File: src/rtl/sieve_host.sv
// sieve_host: working RAM for the prime sieve plus a post-run scanner that
// streams every nonzero (prime) cell index in [START, LIMIT] over valid/ready.
module sieve_host #(
  parameter int AW    = 8,
  parameter int DW    = 8,
  parameter int START = 2,
  parameter int LIMIT = 100
) (
  input  logic          clk,
  input  logic          rst,
  input  logic          in_wr,
  input  logic [AW-1:0] in_addr,
  input  logic [DW-1:0] in_dout,
  input  logic          in_rdy,
  input  logic          in_done,
  output logic [DW-1:0] out_din,
  output logic          out_valid,
  input  logic          in_ready,
  output logic [AW-1:0] out_prime,
  output logic [AW-1:0] out_count,
  output logic          out_seen_rdy,
  output logic          out_finished
);

  typedef enum logic [2:0] {IDLE, RD, CHK, EMIT, FIN} state_t;

  // Pointer is one bit wider than the address so the LIMIT compare never
  // depends on wrap-around.
  localparam logic [AW:0] PTR_START = (AW+1)'(START);
  localparam logic [AW:0] PTR_LIMIT = (AW+1)'(LIMIT);

  logic [DW-1:0] mem [0:(1<<AW)-1];

  state_t        state_q, state_d;
  logic [AW:0]   ptr_q, ptr_d;
  logic [DW-1:0] din_q;
  logic [DW-1:0] scan_data_q;
  logic          valid_q, valid_d;
  logic [AW-1:0] prime_q, prime_d;
  logic [AW-1:0] count_q, count_d;
  logic          seen_q;
  logic          finished_q, finished_d;
  logic          at_limit;

  assign at_limit = (ptr_q == PTR_LIMIT);

  // Port A write: the sieve keeps writing even while held in reset, so the
  // write is deliberately independent of rst and of the scanner state.
  always_ff @(posedge clk) begin
    if (in_wr) mem[in_addr] <= in_dout;
  end

  // Port A read: registered, read-first (same-cycle write returns old data).
  always_ff @(posedge clk) begin
    if (rst) din_q <= '0;
    else     din_q <= mem[in_addr];
  end

  // Port B read: scanner data, valid in CHK after the pointer settled in RD.
  always_ff @(posedge clk) begin
    scan_data_q <= mem[ptr_q[AW-1:0]];
  end

  // Scanner state and output registers.
  always_ff @(posedge clk) begin
    if (rst) begin
      state_q    <= IDLE;
      ptr_q      <= PTR_START;
      valid_q    <= 1'b0;
      prime_q    <= '0;
      count_q    <= '0;
      seen_q     <= 1'b0;
      finished_q <= 1'b0;
    end else begin
      state_q    <= state_d;
      ptr_q      <= ptr_d;
      valid_q    <= valid_d;
      prime_q    <= prime_d;
      count_q    <= count_d;
      seen_q     <= seen_q | in_rdy;
      finished_q <= finished_d;
    end
  end

  // Scanner next-state logic: RD/CHK per cell, EMIT holds until accepted.
  always_comb begin
    state_d    = state_q;
    ptr_d      = ptr_q;
    valid_d    = valid_q;
    prime_d    = prime_q;
    count_d    = count_q;
    finished_d = finished_q;
    case (state_q)
      IDLE: begin
        if (in_done) begin
          ptr_d   = PTR_START;
          state_d = RD;
        end
      end
      RD: begin
        state_d = CHK;
      end
      CHK: begin
        if (scan_data_q != '0) begin
          prime_d = ptr_q[AW-1:0];
          valid_d = 1'b1;
          state_d = EMIT;
        end else if (at_limit) begin
          finished_d = 1'b1;
          state_d    = FIN;
        end else begin
          ptr_d   = ptr_q + (AW+1)'(1);
          state_d = RD;
        end
      end
      EMIT: begin
        if (in_ready) begin
          valid_d = 1'b0;
          count_d = count_q + AW'(1);
          if (at_limit) begin
            finished_d = 1'b1;
            state_d    = FIN;
          end else begin
            ptr_d   = ptr_q + (AW+1)'(1);
            state_d = RD;
          end
        end
      end
      FIN: begin
        finished_d = 1'b1;
      end
      default: begin
        state_d = IDLE;
      end
    endcase
  end

  assign out_din      = din_q;
  assign out_valid    = valid_q;
  assign out_prime    = prime_q;
  assign out_count    = count_q;
  assign out_seen_rdy = seen_q;
  assign out_finished = finished_q;

endmodule

File: config.mk
export PLATFORM = sky130hd
export DESIGN_NAME = sieve_host
export DESIGN_NICKNAME = d
export VERILOG_FILES = /design/src/rtl/sieve_host.sv
export SDC_FILE = /design/constraint.sdc
export NUM_CORES = 2
export LEC_CHECK = 0
export CAP_MARGIN = 20
export CELL_PAD_IN_SITES_DETAIL_PLACEMENT = 1
export CELL_PAD_IN_SITES_GLOBAL_PLACEMENT = 1
export CORE_ASPECT_RATIO = 0.6
export CORE_MARGIN = 5
export CORE_UTILIZATION = 45
export CTS_CLUSTER_DIAMETER = 150
export DETAILED_ROUTE_END_ITERATION = 12
export PLACE_DENSITY_LB_ADDON = 0.25
export SKIP_LAST_GASP = 1
export SYNTH_ARGS = -nofsm -noshare
export SYNTH_HDL_FRONTEND = slang
export SYNTH_SLANG_ARGS = --single-unit
File: constraint.sdc
create_clock -name clk -period 4.99 [get_ports clk]
set_clock_uncertainty 0.05 [all_clocks]
set_input_delay 0.499 -clock clk [delete_from_list [all_inputs] [get_ports clk]]
set_output_delay 0.499 -clock clk [all_outputs]
set_load 0.005 [all_outputs]
== Yosys cells after proc, flatten, opt, wreduce, memory -nomap -nowiden ==
Memory sizes are Yosys's and may differ from the RTL's. A register that Yosys moved wholly into a read port is not among the register bits.
Index checks and enable logic that the tools add are counted.

* Bitwise logic cells: 2
* Add/subtract/negate cells: 2
* Mux-type cells: 19
* Reduce and logical (&&, ||, !) cells: 11
* Equality and inequality tests: 9

{| class="wikitable"
|+ Operators by type and width
! kind !! count
|-
| 9-bit 2-to-1 mux || 4
|-
| 9-bit one-hot mux with 3 select lines || 1
|-
| 3-bit one-hot mux with 5 select lines || 1
|-
| 3-bit 2-to-1 mux || 4
|-
| 9-bit by 1-bit adder with 9-bit output (second input constant) || 1
|-
| 9-bit by 7-bit == test with 1-bit output (second input constant) || 1
|-
| 3-bit AND reduction || 3
|-
| 8-bit by 1-bit adder with 8-bit output (second input constant) || 1
|-
| 2-bit != test (second input constant) || 4
|-
| 8-bit nonzero test || 1
|-
| 1-bit 2-to-1 mux || 7
|-
| 3-bit by 2-bit == test with 1-bit output (second input constant) || 2
|-
| 3-bit nonzero test || 2
|-
| 2-bit AND reduction || 2
|-
| 4-bit AND reduction || 1
|-
| 3-bit by 1-bit == test with 1-bit output (second input constant) || 1
|-
| 3-bit == test (second input constant) || 1
|-
| 3-bit logical NOT || 1
|-
| 1-bit one-hot mux with 3 select lines || 1
|-
| 1-bit one-hot mux with 2 select lines || 1
|-
| 2-bit nonzero test || 1
|-
| 1-bit NOT || 1
|-
| 1-bit bitwise OR || 1
|}

* Input bits: 22
* Register bits: 31
* Memories: 1
* Output and inout port bits: 27
* Bits in writable memories: 2048

{| class="wikitable"
|+ Memory list
! name !! words !! bits a word !! rd ports !! clocked after Yosys merged registers in !! wr ports !! RTL line !! RTL
|-
| mem || 256 || 8 || 2 || 2 || 1 || 32 || <nowiki>logic [DW-1:0] mem [0:(1<<AW)-1];</nowiki>
|}

== Depth between registers and ports, before layout ==
* Word-level depth: 4
* Mapped depth: 16
* Gate-level depth less buffers: 9

== Least setup slack after synthesis ==
OpenSTA, ideal clock, no wires.

* Kind: input -> register
* Start point: input in_addr[1]
* End point: memory mem[150][0] (enable)
* Arrival time: 2.714 ns
* Setup slack: 1.843 ns
* Path buffers: 7
* Data required time: 4.557 ns
* Library setup time: 0.383 ns
* Stages on the path: 9
* Cells stage by stage: buf_2 buf_4 buf_2 buf_2 buf_2 buf_2 nand2_1 clkbuf_1 nor3_1

{| class="wikitable"
|+ RTL lines
! element !! RTL line !! RTL
|-
| start, declared || 12 || <nowiki>input logic [AW-1:0] in_addr,</nowiki>
|-
| end, declared || 32 ||
|}

Straight into the memory's write port.

==> results.sh <==
export IMPL_post_cts_resized=0
export IMPL_grt_max_degree=148
export IMPL_ys_warn_count=0
export IMPL_switching_share_pct=26.5
export IMPL_ys_types=82
export IMPL_synthToLayoutAreaGrowth_pct=13.5
export IMPL_intPower_mw=30.3
export IMPL_p_total_mw=41.2
export IMPL_drive_above_1_share_pct=32.3
export IMPL_netlist_instances=5357
export IMPL_period_needed_ns=4.54
export IMPL_crit_type="register to register"
export IMPL_cts_buffers=199
export IMPL_syn_area_um2=98500
export IMPL_syn_nets=5382
export IMPL_worstPathArrival_ns=5.20
export IMPL_fmax_mhz=220
export IMPL_start_util_pct=45.1
export IMPL_power_density_nw_per_um2=369
export IMPL_die_h_um=372
export IMPL_grtUsageTotal_pct=34.5
export IMPL_min_path_type="primary input to register"
export IMPL_postCtsSetupBuffers=0
export IMPL_endpoint_kind="register"
export IMPL_required_ns=5.65
export IMPL_clock_sinks=2095
export IMPL_finish_utilization_pct=51.2
export IMPL_grt_antenna_before_repair=37
export IMPL_drt_pass1_iterations=8
export IMPL_holdPathStages=1
export IMPL_synth_top_area_share_pct=62.4
export IMPL_nNetsFinal=5780
export IMPL_wl_um=398000
export IMPL_synth_edff_count=2048
export IMPL_ys_seq_elements=2095
export IMPL_cts_hold_fix_buffers=1
export IMPL_status="finished, final reports clean"
export IMPL_hp_start="in_dout[2]"
export IMPL_dpl_hpwl_um=273000
export IMPL_grt_overflow=0
export IMPL_finalSetupViolCount=0
export IMPL_tightest_slew_ns=1.40
export IMPL_cts_root_buf="clkbuf_16"
export IMPL_yosys_area_top_type="edfxtp_1"
export IMPL_io_pins=49
export IMPL_cp_max_fo=49
export IMPL_critical_path_startpoint_type="register"
export IMPL_power_switching_mw=10.9
export IMPL_netlist_top_cells_area="edfxtp_1 (62%), mux4_2 (22%), mux2i_1 (3.3%)"
export IMPL_die_area_um2=229000
export IMPL_post_synth_cell_area_avg_um2=18.4
export IMPL_crit_path_end="scan_data_q[6]"
export IMPL_fin_hold_ws_ns=0.0889
export IMPL_timing_rr_start="ptr_q[0]"
export IMPL_rows=133
export IMPL_setup_tns_ns=0
export IMPL_power_frac_seq_pct=47.4
export IMPL_finalWeightedCongestion=1.01
export IMPL_combPwrFrac_pct=15.6
export IMPL_cts_buffer_depth=4
export IMPL_clock_latency_ns=0.88
export IMPL_wire_per_inst_um=45.0
export IMPL_seq_area_frac_synth_pct=63.4
export IMPL_htreeDepth=4
export IMPL_cap_violations=0
export IMPL_fin_ws_ns=0.450
export IMPL_rsz0062_at_grt="false"
export IMPL_vias=64500
export IMPL_worstRegToRegCells=7
export IMPL_ys_async_sr_fraction_pct=0
export IMPL_cts_tree="yes"
export IMPL_grt_pass1_wl_um=538000
export IMPL_drtAntennaViolNets=0
export IMPL_hold_viol_final=0
export IMPL_startpoint="ptr_q[0]"
export IMPL_die_x_um=614
export IMPL_drt_iter0_markers=12000
export IMPL_r2r_end="scan_data_q[6]"
export IMPL_irDropWorstVdd_v=0.000313
export IMPL_detail_route_drc_violations=0
export IMPL_grt_pass1_vias=61900
export IMPL_dominantRegCellSynth="edfxtp_1"
export IMPL_pwr_share_clk_pct=37.0
export IMPL_final_max_slew_viol_count=0
export IMPL_clk_pin_slew_ns=0.06
export IMPL_port_buffers=48
export IMPL_place_ws_ns=0.446
export IMPL_r2r_slack_ns=0.45
export IMPL_p_leak_nw=35.8
export IMPL_core_region_area_um2=218000
export IMPL_vias_per_cell=7.29
export IMPL_post_route_period_util_pct=91.0
export IMPL_relSlewSlack_pct=5.77
==> sequential cells by signal, indices dropped and copies added (netlist names) <==
register / flops
out_count: 8
scan_data_q: 8
out_finished: 1
state_q: 3
out_seen_rdy: 1
ptr_q: 9
out_din: 8
out_prime: 8
out_valid: 1
mem: 2048
==> area by class of cell <==
cell class / instances / area [um2]
repair buffers: 639 / 5670
clock inverters: 97 / 895
inverters: 17 / 68.8
flip-flops and latches: 2095 / 62500
diodes: 27 / 67.6
well taps: 2902 / 3630
multi-input cells: 2803 / 33600
fillers: 19900 / 107000
clock buffers: 260 / 5330
==> worst min path at each step <==
stage | endpoint
floorplan | out_finished
global placement | out_finished
detailed placement | out_finished
CTS | mem[11][2]
global route | mem[8][2]
finish | mem[8][2]
==> layout by cell type, fill, tap and decap left out, types with 52 or more instances in the layout <==
master / count
buf_12: 56
nand2_1: 203
nor2_1: 341
clkbuf_1: 53
a22oi_1: 94
nor3_1: 53
a21oi_1: 114
clkbuf_16: 203
buf_4: 529
a221oi_1: 52
mux2i_1: 326
nand3_1: 72
mux4_2: 951
edfxtp_1: 2048
o21ai_0: 83
==> stage by stage <==
stage	area [um2]	cells
6_report	112000	8840
2_1_floorplan	98500	5357
3_3_place_gp	105000	8447
3_5_place_dp	105000	8448
4_1_cts	112000	8806
5_1_grt	112000	8814
==> cells by family (layout without fill, tap and decap cells) <==
logic type,count (synthesis),count (layout),synth area share [%]
fa+ha+maj,3,3,0.0381
xor+xnor,15,15,0.133
flops,2095,2095,63.4
compound gates,638,638,4.55
other cells,0,27,0
simple gates,831,831,3.79
buf+inv,459,1013,2.60
mux,1316,1316,25.5
==> worst max-delay path: stages, from the launching register on <==
cell and delay [ns]:
dfxtp_4 0.96, buf_12 0.41, mux4_2 0.57, mux2_2 0.35
a221oi_1 0.40, nor2_1 0.17, nor4_1 1.13, o32ai_1 0.20
==> routing by layer <==
layer	part of all wire (%)	wire, um	up-vias	GRT usage [%]
li1	-	-	23500	-
met1	38	151000	34100	49.1
met2	40	158000	5820	45.4
met3	18	70800	975	17.0
met4	4.4	17300	32	12.2
met5	0.081	323	-	0.468
==> Yosys cell counts, types with 8 or more instances <==
cell,instances
a22o_1,15
nor2b_1,37
dfxtp_1,47
nand3_1,72
o22ai_1,41
o221ai_1,30
a32oi_1,8
nor3_1,54
a22oi_1,94
buf_6,41
xnor2_1,8
edfxtp_1,2048
mux2i_1,326
a2111oi_0,11
mux2_2,39
and3_1,14
nand2_1,203
nor2_1,346
buf_2,159
a21oi_1,114
nand2b_1,19
mux4_2,951
o32ai_1,9
a31oi_1,26
buf_4,82
inv_1,15
o21ai_0,83
o211ai_1,30
nor4_1,20
buf_1,28
a221oi_1,52
and2_1,18
nand4_1,15
clkbuf_1,130
a211oi_1,41
a311oi_1,8
==> power groups by stage <==
stage                     clock network [mW]  registers [mW]  logic (mW)
final                                   15.2            19.5        6.45
after global routing                    16.1            19.5        6.54
after global placement                     0            19.9        6.15
after floorplan                            0            19.8        3.79
after CTS                               15.3            19.5        6.23
after detailed placement                   0            19.9        6.21
No activity file was read; power rests on OpenSTA's default activity.
